**config.mk**
```make
export PLATFORM = sky130hd
export DESIGN_NAME = interlock_unit
export DESIGN_NICKNAME = d
export VERILOG_FILES = /design/src/rtl/rv32i_pkg.sv /design/src/rtl/interlock_unit_sat_counter.sv /design/src/rtl/interlock_unit.sv
export SDC_FILE = /design/constraint.sdc
export NUM_CORES = 1
export LEC_CHECK = 0
export ABC_AREA = 1
export ABC_CLOCK_PERIOD_IN_PS = 1600
export CORE_AREA = 2 2 69 71
export CTS_CLUSTER_SIZE = 24
export DETAILED_ROUTE_END_ITERATION = 12
export DIE_AREA = 0 0 71 73
export DONT_BUFFER_PORTS = 1
export SETUP_SLACK_MARGIN = 0.15
export SLEW_MARGIN = 0
export SYNTH_ARGS = -nofsm -noshare
export SYNTH_HDL_FRONTEND = slang
export SYNTH_HIERARCHICAL = 1
export SYNTH_SLANG_ARGS = --single-unit
```
**constraint.sdc**
```tcl
create_clock -name clk -period 1.6 [get_ports clk]
set_input_delay 0.32 -clock clk [delete_from_list [all_inputs] [get_ports clk]]
set_output_delay 0.32 -clock clk [all_outputs]
set_load 0.01 [all_outputs]
```
**src/rtl/rv32i_pkg.sv**
```systemverilog
// RV32I opcode constants and a load/store decode helper shared by the core's control blocks.
package rv32i_pkg;

    localparam logic [6:0] OPCODE_LOAD     = 7'b0000011;
    localparam logic [6:0] OPCODE_MISC_MEM = 7'b0001111;
    localparam logic [6:0] OPCODE_OP_IMM   = 7'b0010011;
    localparam logic [6:0] OPCODE_AUIPC    = 7'b0010111;
    localparam logic [6:0] OPCODE_STORE    = 7'b0100011;
    localparam logic [6:0] OPCODE_OP       = 7'b0110011;
    localparam logic [6:0] OPCODE_LUI      = 7'b0110111;
    localparam logic [6:0] OPCODE_BRANCH   = 7'b1100011;
    localparam logic [6:0] OPCODE_JALR     = 7'b1100111;
    localparam logic [6:0] OPCODE_JAL      = 7'b1101111;
    localparam logic [6:0] OPCODE_SYSTEM   = 7'b1110011;

    function automatic logic is_mem_op(input logic [6:0] opcode);
        return (opcode == OPCODE_LOAD) || (opcode == OPCODE_STORE);
    endfunction

endpackage

```
**src/rtl/interlock_unit_sat_counter.sv**
```systemverilog
// Saturating up-counter with synchronous clear and asynchronous active-low reset.
module sat_counter #(
    parameter int W = 8
) (
    input  logic         clk,
    input  logic         rst_n,
    input  logic         clr,
    input  logic         inc,
    output logic [W-1:0] cnt
);

    logic [W-1:0] cnt_d;
    logic [W-1:0] cnt_q;

    always_comb begin
        cnt_d = cnt_q;
        if (clr) begin
            cnt_d = '0;
        end else if (inc && (cnt_q != {W{1'b1}})) begin
            cnt_d = cnt_q + 1'b1;
        end
    end

    always_ff @(posedge clk or negedge rst_n) begin
        if (!rst_n) begin
            cnt_q <= '0;
        end else begin
            cnt_q <= cnt_d;
        end
    end

    assign cnt = cnt_q;

endmodule

```
**src/rtl/interlock_unit.sv**
```systemverilog
// Pipeline interlock generator: combinational stall plus stall-cause flags, sticky watchdog and
// optional per-cause stall counters (build with INTERLOCK_PERF_EN to get the counters).
module interlock_unit
    import rv32i_pkg::*;
#(
    parameter int TIMEOUT_CYCLES = 1024,
    parameter int CNT_W          = 32
) (
    input  logic             clk,
    input  logic             rst_n,
    input  logic             imem_ack_n,
    input  logic             dmem_ack_n,
    input  logic [6:0]       opcode,
    output logic             interlock,
    output logic             imem_stall,
    output logic             dmem_stall,
    output logic             stall_timeout,
    output logic [CNT_W-1:0] imem_stall_cnt,
    output logic [CNT_W-1:0] dmem_stall_cnt
);

    // Pure decode, no state: valid while rst_n is low.
    assign imem_stall = imem_ack_n;
    assign dmem_stall = dmem_ack_n & is_mem_op(opcode);
    assign interlock  = imem_stall | dmem_stall;

    generate
        if (TIMEOUT_CYCLES > 0) begin : g_wdog
            localparam int            RW       = (TIMEOUT_CYCLES > 1) ? $clog2(TIMEOUT_CYCLES) : 1;
            localparam logic [RW-1:0] RUN_LAST = RW'(TIMEOUT_CYCLES - 1);

            logic [RW-1:0] run_cnt;
            logic          stall_timeout_d;
            logic          stall_timeout_q;

            sat_counter #(.W(RW)) u_run_cnt (
                .clk   (clk),
                .rst_n (rst_n),
                .clr   (~interlock),
                .inc   (interlock),
                .cnt   (run_cnt)
            );

            // Sticky: only reset clears it once the run has reached its limit.
            always_comb begin
                stall_timeout_d = stall_timeout_q | (interlock && (run_cnt == RUN_LAST));
            end

            always_ff @(posedge clk or negedge rst_n) begin
                if (!rst_n) begin
                    stall_timeout_q <= 1'b0;
                end else begin
                    stall_timeout_q <= stall_timeout_d;
                end
            end

            assign stall_timeout = stall_timeout_q;
        end else begin : g_no_wdog
            assign stall_timeout = 1'b0;
        end
    endgenerate

`ifdef INTERLOCK_PERF_EN
    sat_counter #(.W(CNT_W)) u_imem_cnt (
        .clk   (clk),
        .rst_n (rst_n),
        .clr   (1'b0),
        .inc   (imem_stall),
        .cnt   (imem_stall_cnt)
    );

    sat_counter #(.W(CNT_W)) u_dmem_cnt (
        .clk   (clk),
        .rst_n (rst_n),
        .clr   (1'b0),
        .inc   (dmem_stall),
        .cnt   (dmem_stall_cnt)
    );
`else
    assign imem_stall_cnt = {CNT_W{1'b0}};
    assign dmem_stall_cnt = {CNT_W{1'b0}};
`endif

endmodule

```
== Word-level counts from Yosys, hierarchy flattened ==
Cells that the tools add are included.

* Add/sub/neg operators: 1
* Multiplexer cells: 2
* Equal/unequal tests: 5
* Reduce and logical (&&, ||, !) cells: 3
* Bitwise gates (word level): 3

{| class="wikitable"
|+ Operators with widths
! operator !! number
|-
| $mux W10 || 2
|-
| $add A10 B1 Y10 const B || 1
|-
| $eq A10 B10 Y1 const B || 1
|-
| $ne A10 B10 Y1 const B || 1
|-
| $eq A7 B2 Y1 const B || 1
|-
| $eq A7 B6 Y1 const B || 1
|-
| $logic_and A1 B1 Y1 || 2
|-
| $ne A2 B1 Y1 const B || 1
|-
| $or A1 B1 Y1 || 2
|-
| $and A1 B1 Y1 || 1
|-
| $logic_or A1 B1 Y1 || 1
|}

* Register bits: 11
* Output and inout port bits: 68
* Word-level logic and storage cells: 16
* Input bits: 11

== Logic depth before layout (Yosys ltp) ==
* Depth in word-level cells: 7
* Gate-level depth with buffers: 10
* Depth with buffers taken out: 10

== By module ==
The synthesis kept the hierarchy.

{| class="wikitable"
|+ Modules (own cells, without submodules)
! module !! cells each !! area each (µm²) !! instances !! sequential area each (µm²)
|-
| sat_counter || 95 || 683.2 || 1 || 250.2
|-
| interlock_unit || 91 || 611.8 || 1 || 25.0
|}

== Least setup slack after synthesis ==
No wires, ideal clock.

* Path kind: input to register
* From: in opcode[6]
* To: reg g_wdog.u_run_cnt.cnt_q[0] (netlist: g_wdog.u_run_cnt/cnt[0])
* Path buffers: 1
* Required time: 1.523 ns
* Path slack: 0.091 ns
* Data arrival time: 1.433 ns
* Stages: 10
* Library setup time: 0.077 ns
* Path through: inv_1 nand2_1 nor2_1 nand2_1 nand2_2 inv_1 inv_1 clkbuf_1 nand3_1 o21ai_1

* Longest elaborated chain between the ends: 6
* Elaborated cells between the ends (all ways): 8
* Those cells by class: eq/ne: 3; mux: 1; bitwise: 2; reduce/logical: 2

{| class="wikitable"
|+ RTL lines
! element !! RTL line !! source
|-
| start: declaration || interlock_unit.sv:13 || <nowiki>input logic [6:0] opcode,</nowiki>
|-
| $eq A7 B2 Y1 or $eq A7 B6 Y1 (tied branches) || rv32i_pkg.sv:17 || <nowiki>return (opcode == OPCODE_LOAD) || (opcode == OPCODE_STORE);</nowiki>
|-
| $logic_or A1 B1 Y1 (*) || rv32i_pkg.sv:17 ||
|-
| $and A1 B1 Y1 (*) || interlock_unit.sv:24 || <nowiki>assign dmem_stall = dmem_ack_n & is_mem_op(opcode);</nowiki>
|-
| $or A1 B1 Y1 (*) || interlock_unit.sv:25 || <nowiki>assign interlock = imem_stall | dmem_stall;</nowiki>
|-
| via interlock || interlock_unit.sv:14 || <nowiki>output logic interlock,</nowiki>
|-
| $logic_and A1 B1 Y1 || interlock_unit_sat_counter.sv:19 || <nowiki>end else if (inc && (cnt_q != {W{1'b1}})) begin</nowiki>
|-
| $ne A2 B1 Y1 (no line) || - ||
|-
| end signal: assignment || interlock_unit_sat_counter.sv:28 || <nowiki>cnt_q <= cnt_d;</nowiki>
|-
| end: declaration || interlock_unit_sat_counter.sv:13 || <nowiki>logic [W-1:0] cnt_q;</nowiki>
|}

The timed path passes the listed nets; every way through them passes the cells marked *.
A chain may end at the register's enable or synchronous reset.

== Final worst setup path ==
* From: reg g_wdog.u_run_cnt.cnt_q[1] (netlist: g_wdog.u_run_cnt/cnt[1])
* To: reg g_wdog.u_run_cnt.cnt_q[3] (netlist: g_wdog.u_run_cnt/cnt[3])

* Longest elaborated chain between the ends: 3
* Elaborated cells between the ends (all ways): 6
* Those cells by class: add/sub: 1; eq/ne: 2; mux: 2; reduce/logical: 1

{| class="wikitable"
|+ RTL lines
! element !! RTL line
|-
| $add A10 B1 Y10 or $ne A10 B10 Y1 (tied branches) || interlock_unit_sat_counter.sv:20, interlock_unit_sat_counter.sv:19
|-
| $mux W10 or $logic_and A1 B1 Y1 (tied branches) || interlock_unit_sat_counter.sv:19
|-
| $mux W10 or $ne A2 B1 Y1 (tied branches) || -
|}

Parallel ways exist; a longest one is shown, timed or not. The select of a mux whose other input is x is not followed.

==> impl_metrics.tcl <==
set metrics [dict create \
    outcome "finished clean" \
    min_period_ps 1390 \
    area_growth_syn_to_layout_pct -5.22 \
    setup_violations 0 \
    drtIter0Drc 48 \
    ys_async_sr_fraction_pct 100 \
    rr_worst_depth 8 \
    drive_gt1_share_pct 11.8 \
    cp-end-kind "flip-flop" \
    critPathKind "flip-flop to flip-flop" \
    grt_pass1_vias 698 \
    cts_tree "yes" \
    initial_utilization_pct 28.6 \
    drv_slew 0 \
    dp_hpwl_um 1570 \
    peakVddDrop_mv 0.209 \
    cts_buffers 3 \
    worstHoldPathType "input pin to flip-flop" \
    timing.rr.start "g_wdog.u_run_cnt/cnt[1]" \
    power_density_mw_per_mm2 580 \
    vias 904 \
    min_path_cells 6 \
    clock_latency_ps 240 \
    relSlewSlack_pct 62.8 \
    cp-start-kind "flip-flop" \
    first_pass_iters 4 \
    track_usage_pct 7.85 \
    cp_max_fo 5 \
    max-cap-violations 0 \
    hold_viol_final 0 \
    path_cells "ha_2 -> nand2_2 -> nor2_4 -> nand3_4 -> nand2_8 -> nand2_4 -> nand2_2 -> o21ai_2" \
    rows 25 \
    crit_buf_inv 0 \
    min_to "g_wdog.u_run_cnt/cnt[7]" \
    post_synth_instance_area_mm2 0.00129 \
    place.gp.congestion 0.863 \
    worstReg2RegEnd "g_wdog.u_run_cnt/cnt[3]" \
    grt_start_max_net_pins 12 \
    fin_ws_ps 208 \
    wl_per_cell_um 8.42 \
    use_met3_pct 4.28 \
    period_share_pct 87.0 \
    placed_area_mm2 0.00112 \
    clock_path_buffers 2 \
    clk_pin_slew_ps 60 \
    netlist_instances 186 \
    grt_antenna_before_repair 0 \
    avgSynthCellArea_um2 6.96 \
    finalInstanceArea_mm2 0.00123 \
    crit_family "simple AND/OR/NAND/NOR gates" \
    drc 0 \
    fp.dieH_um 73 \
    cts.sinks 11 \
    p_leak_nw 0.644 \
    io_pins 79 \
    grt_pass1_wl_um 3160 \
    worst_pin_slew_ps 557 \
    yosysSeqAreaShare_pct 21.3 \
    fin_nets 208 \
    worstPathRequired_ps 1720 \
    die_area_mm2 0.00518 \
    dieWidth_um 71 \
    ys_warn_count 6 \
    avgViaCountPerCell 3.63 \
    yosysUniqueCellTypes 21 \
    synth_edf_count 0 \
    power_uw 711 \
    grt_util_met2_pct 12.5 \
    overflow 0 \
    cpMaxStageDelayCell "dfrtp_1" \
    place_ws_ps 148 \
    finalClockSkew_ps 6.27 \
    fin_tns_setup_ps 0 \
    ys_ff_latch 11 \
    diodes 0 \
    fmax_mhz 718 \
    rsz0062_at_grt "false" \
    routed_wl_um 2100 \
    synthFlopType "dfrtp_1" \
    root_buffer "clkbuf_8" \
    port_buffers 0 \
    htreeDepth 1 \
    met1_usage_pct 9.60 \
    ant_nets 0 \
    top_usage_layer "met2" \
    r2r_slack_ps 210 \
    max_stage_delay_ps 370 \
    crit_top_cell "nand2_2" \
    cp.arrival_ps 1520 \
    core-area_mm2 0.00454 \
    hold_start "imem_ack_n" \
]
-- Yosys cell counts, types with 2 or more instances --
cell type | count | area share (%)
nand4_1 | 2 | 0.97
dfrtp_1 | 11 | 21
nand3_1 | 13 | 5.0
nand2_1 | 41 | 12
nor2_1 | 13 | 3.8
nand2_2 | 2 | 0.97
buf_4 | 65 | 38
nor2_4 | 2 | 1.7
o21ai_1 | 6 | 2.3
inv_1 | 19 | 5.5
xnor2_1 | 2 | 1.4
-- worst min-delay path, cell delays in order --
cell	delay, ps
inv_1	40
nand2_2	50
inv_1	100
nor2_1	60
nand2_1	40
nand2_1	40
-- report_power, final --
part	internal, mW	total [mW]	switching [mW]
clock network	0.175	0.288	0.113
registers	0.283	0.287	0.00393
logic	0.0246	0.136	0.112
total	0.483	0.711	0.228
-- sequential cells by signal (all words and copies together) (netlist names) --
signal                count
stall_timeout             1
g_wdog.u_run_cnt/cnt     10
-- repair_timing --
| item | in CTS | in global routing |
|---|---|---|
| gates resized for setup | 0 | 3 |
| pin swaps | 0 | 5 |
| setup buffers | 1 | 3 |
| hold buffers | 1 | 0 |
| cloned | 0 | 1 |
| endpoints found under the setup margin | 1 | 10 |
| hold endpoints to repair | 11 | 0 |
-- kinds of logic (layout without fill, tap and decap cells) --
family          Yosys count  after routing  synth area share (%)
simple gates             78             79                  29.7
other cells               1             64                 0.290
xor+xnor                  2              2                  1.35
compound gates            7              7                  2.71
buf+inv                  86             31                  43.8
flops                    11             11                  21.3
fa+ha+maj                 1              1                 0.966
-- worst max-delay path by stage --
stage                     depth (start not counted)                       to                     from
after floorplan                                  10  g_wdog.u_run_cnt/cnt[0]                opcode[6]
after global placement                            8  g_wdog.u_run_cnt/cnt[3]  g_wdog.u_run_cnt/cnt[0]
after detailed placement                          8  g_wdog.u_run_cnt/cnt[3]  g_wdog.u_run_cnt/cnt[0]
after CTS                                         8  g_wdog.u_run_cnt/cnt[3]  g_wdog.u_run_cnt/cnt[1]
after global routing                              8  g_wdog.u_run_cnt/cnt[3]  g_wdog.u_run_cnt/cnt[1]
final                                             8  g_wdog.u_run_cnt/cnt[3]  g_wdog.u_run_cnt/cnt[1]
-- per-layer routing --
layer  wire length (um)  up-vias  share of wire (%)
li1                   -      454                  -
met1                874      394                 42
met2                970       56                 46
met3                251        0                 12
met4                  0        0                  0
met5                  0        -                  0
-- area by class of cell --
cell class	instances	area, um2
timing repair buffer	7	55.1
multi-input combinational	153	709
sequential	11	275
inverter	20	75.1
tap	54	67.6
fill	530	3310
clock buffer	4	45.0
-- metrics by stage --
| stage | utilization, % | instances | hold slack, ps |
|---|---|---|---|
| floorplan | - | 249 | 24.4 |
| finish | 27.1 | 249 | 455 |
| detailed placement | 24.7 | 239 | 25.1 |
| global placement | 24.7 | 239 | 25.1 |
| global route | 27.1 | 249 | 499 |
| CTS | 26.1 | 245 | 460 |
-- cell usage in the layout (no fill, tap or decap) --
cell | synthesis | routed
nand4_1 | 2 | 2
nand2_4 | 1 | 2
nand2_2 | 2 | 3
nand2_8 | 1 | 1
o21ai_2 | 0 | 1
inv_2 | 1 | 1
clkbuf_8 | 0 | 3
inv_1 | 19 | 19
conb_1 | 1 | 64
nor3_2 | 1 | 1
xnor2_1 | 2 | 2
nand3_1 | 13 | 13
nor2_4 | 2 | 2
ha_2 | 0 | 1
nand3_2 | 1 | 1
nand3_4 | 1 | 1
nor2_1 | 13 | 13
dlygate4sd3_1 | 0 | 1
clkbuf_1 | 1 | 1
o21ai_1 | 6 | 5
nand2_1 | 41 | 40
o21ai_0 | 1 | 1
dfrtp_1 | 11 | 11
buf_4 | 65 | 6
Note: power is estimated with default switching activity, not from simulation.
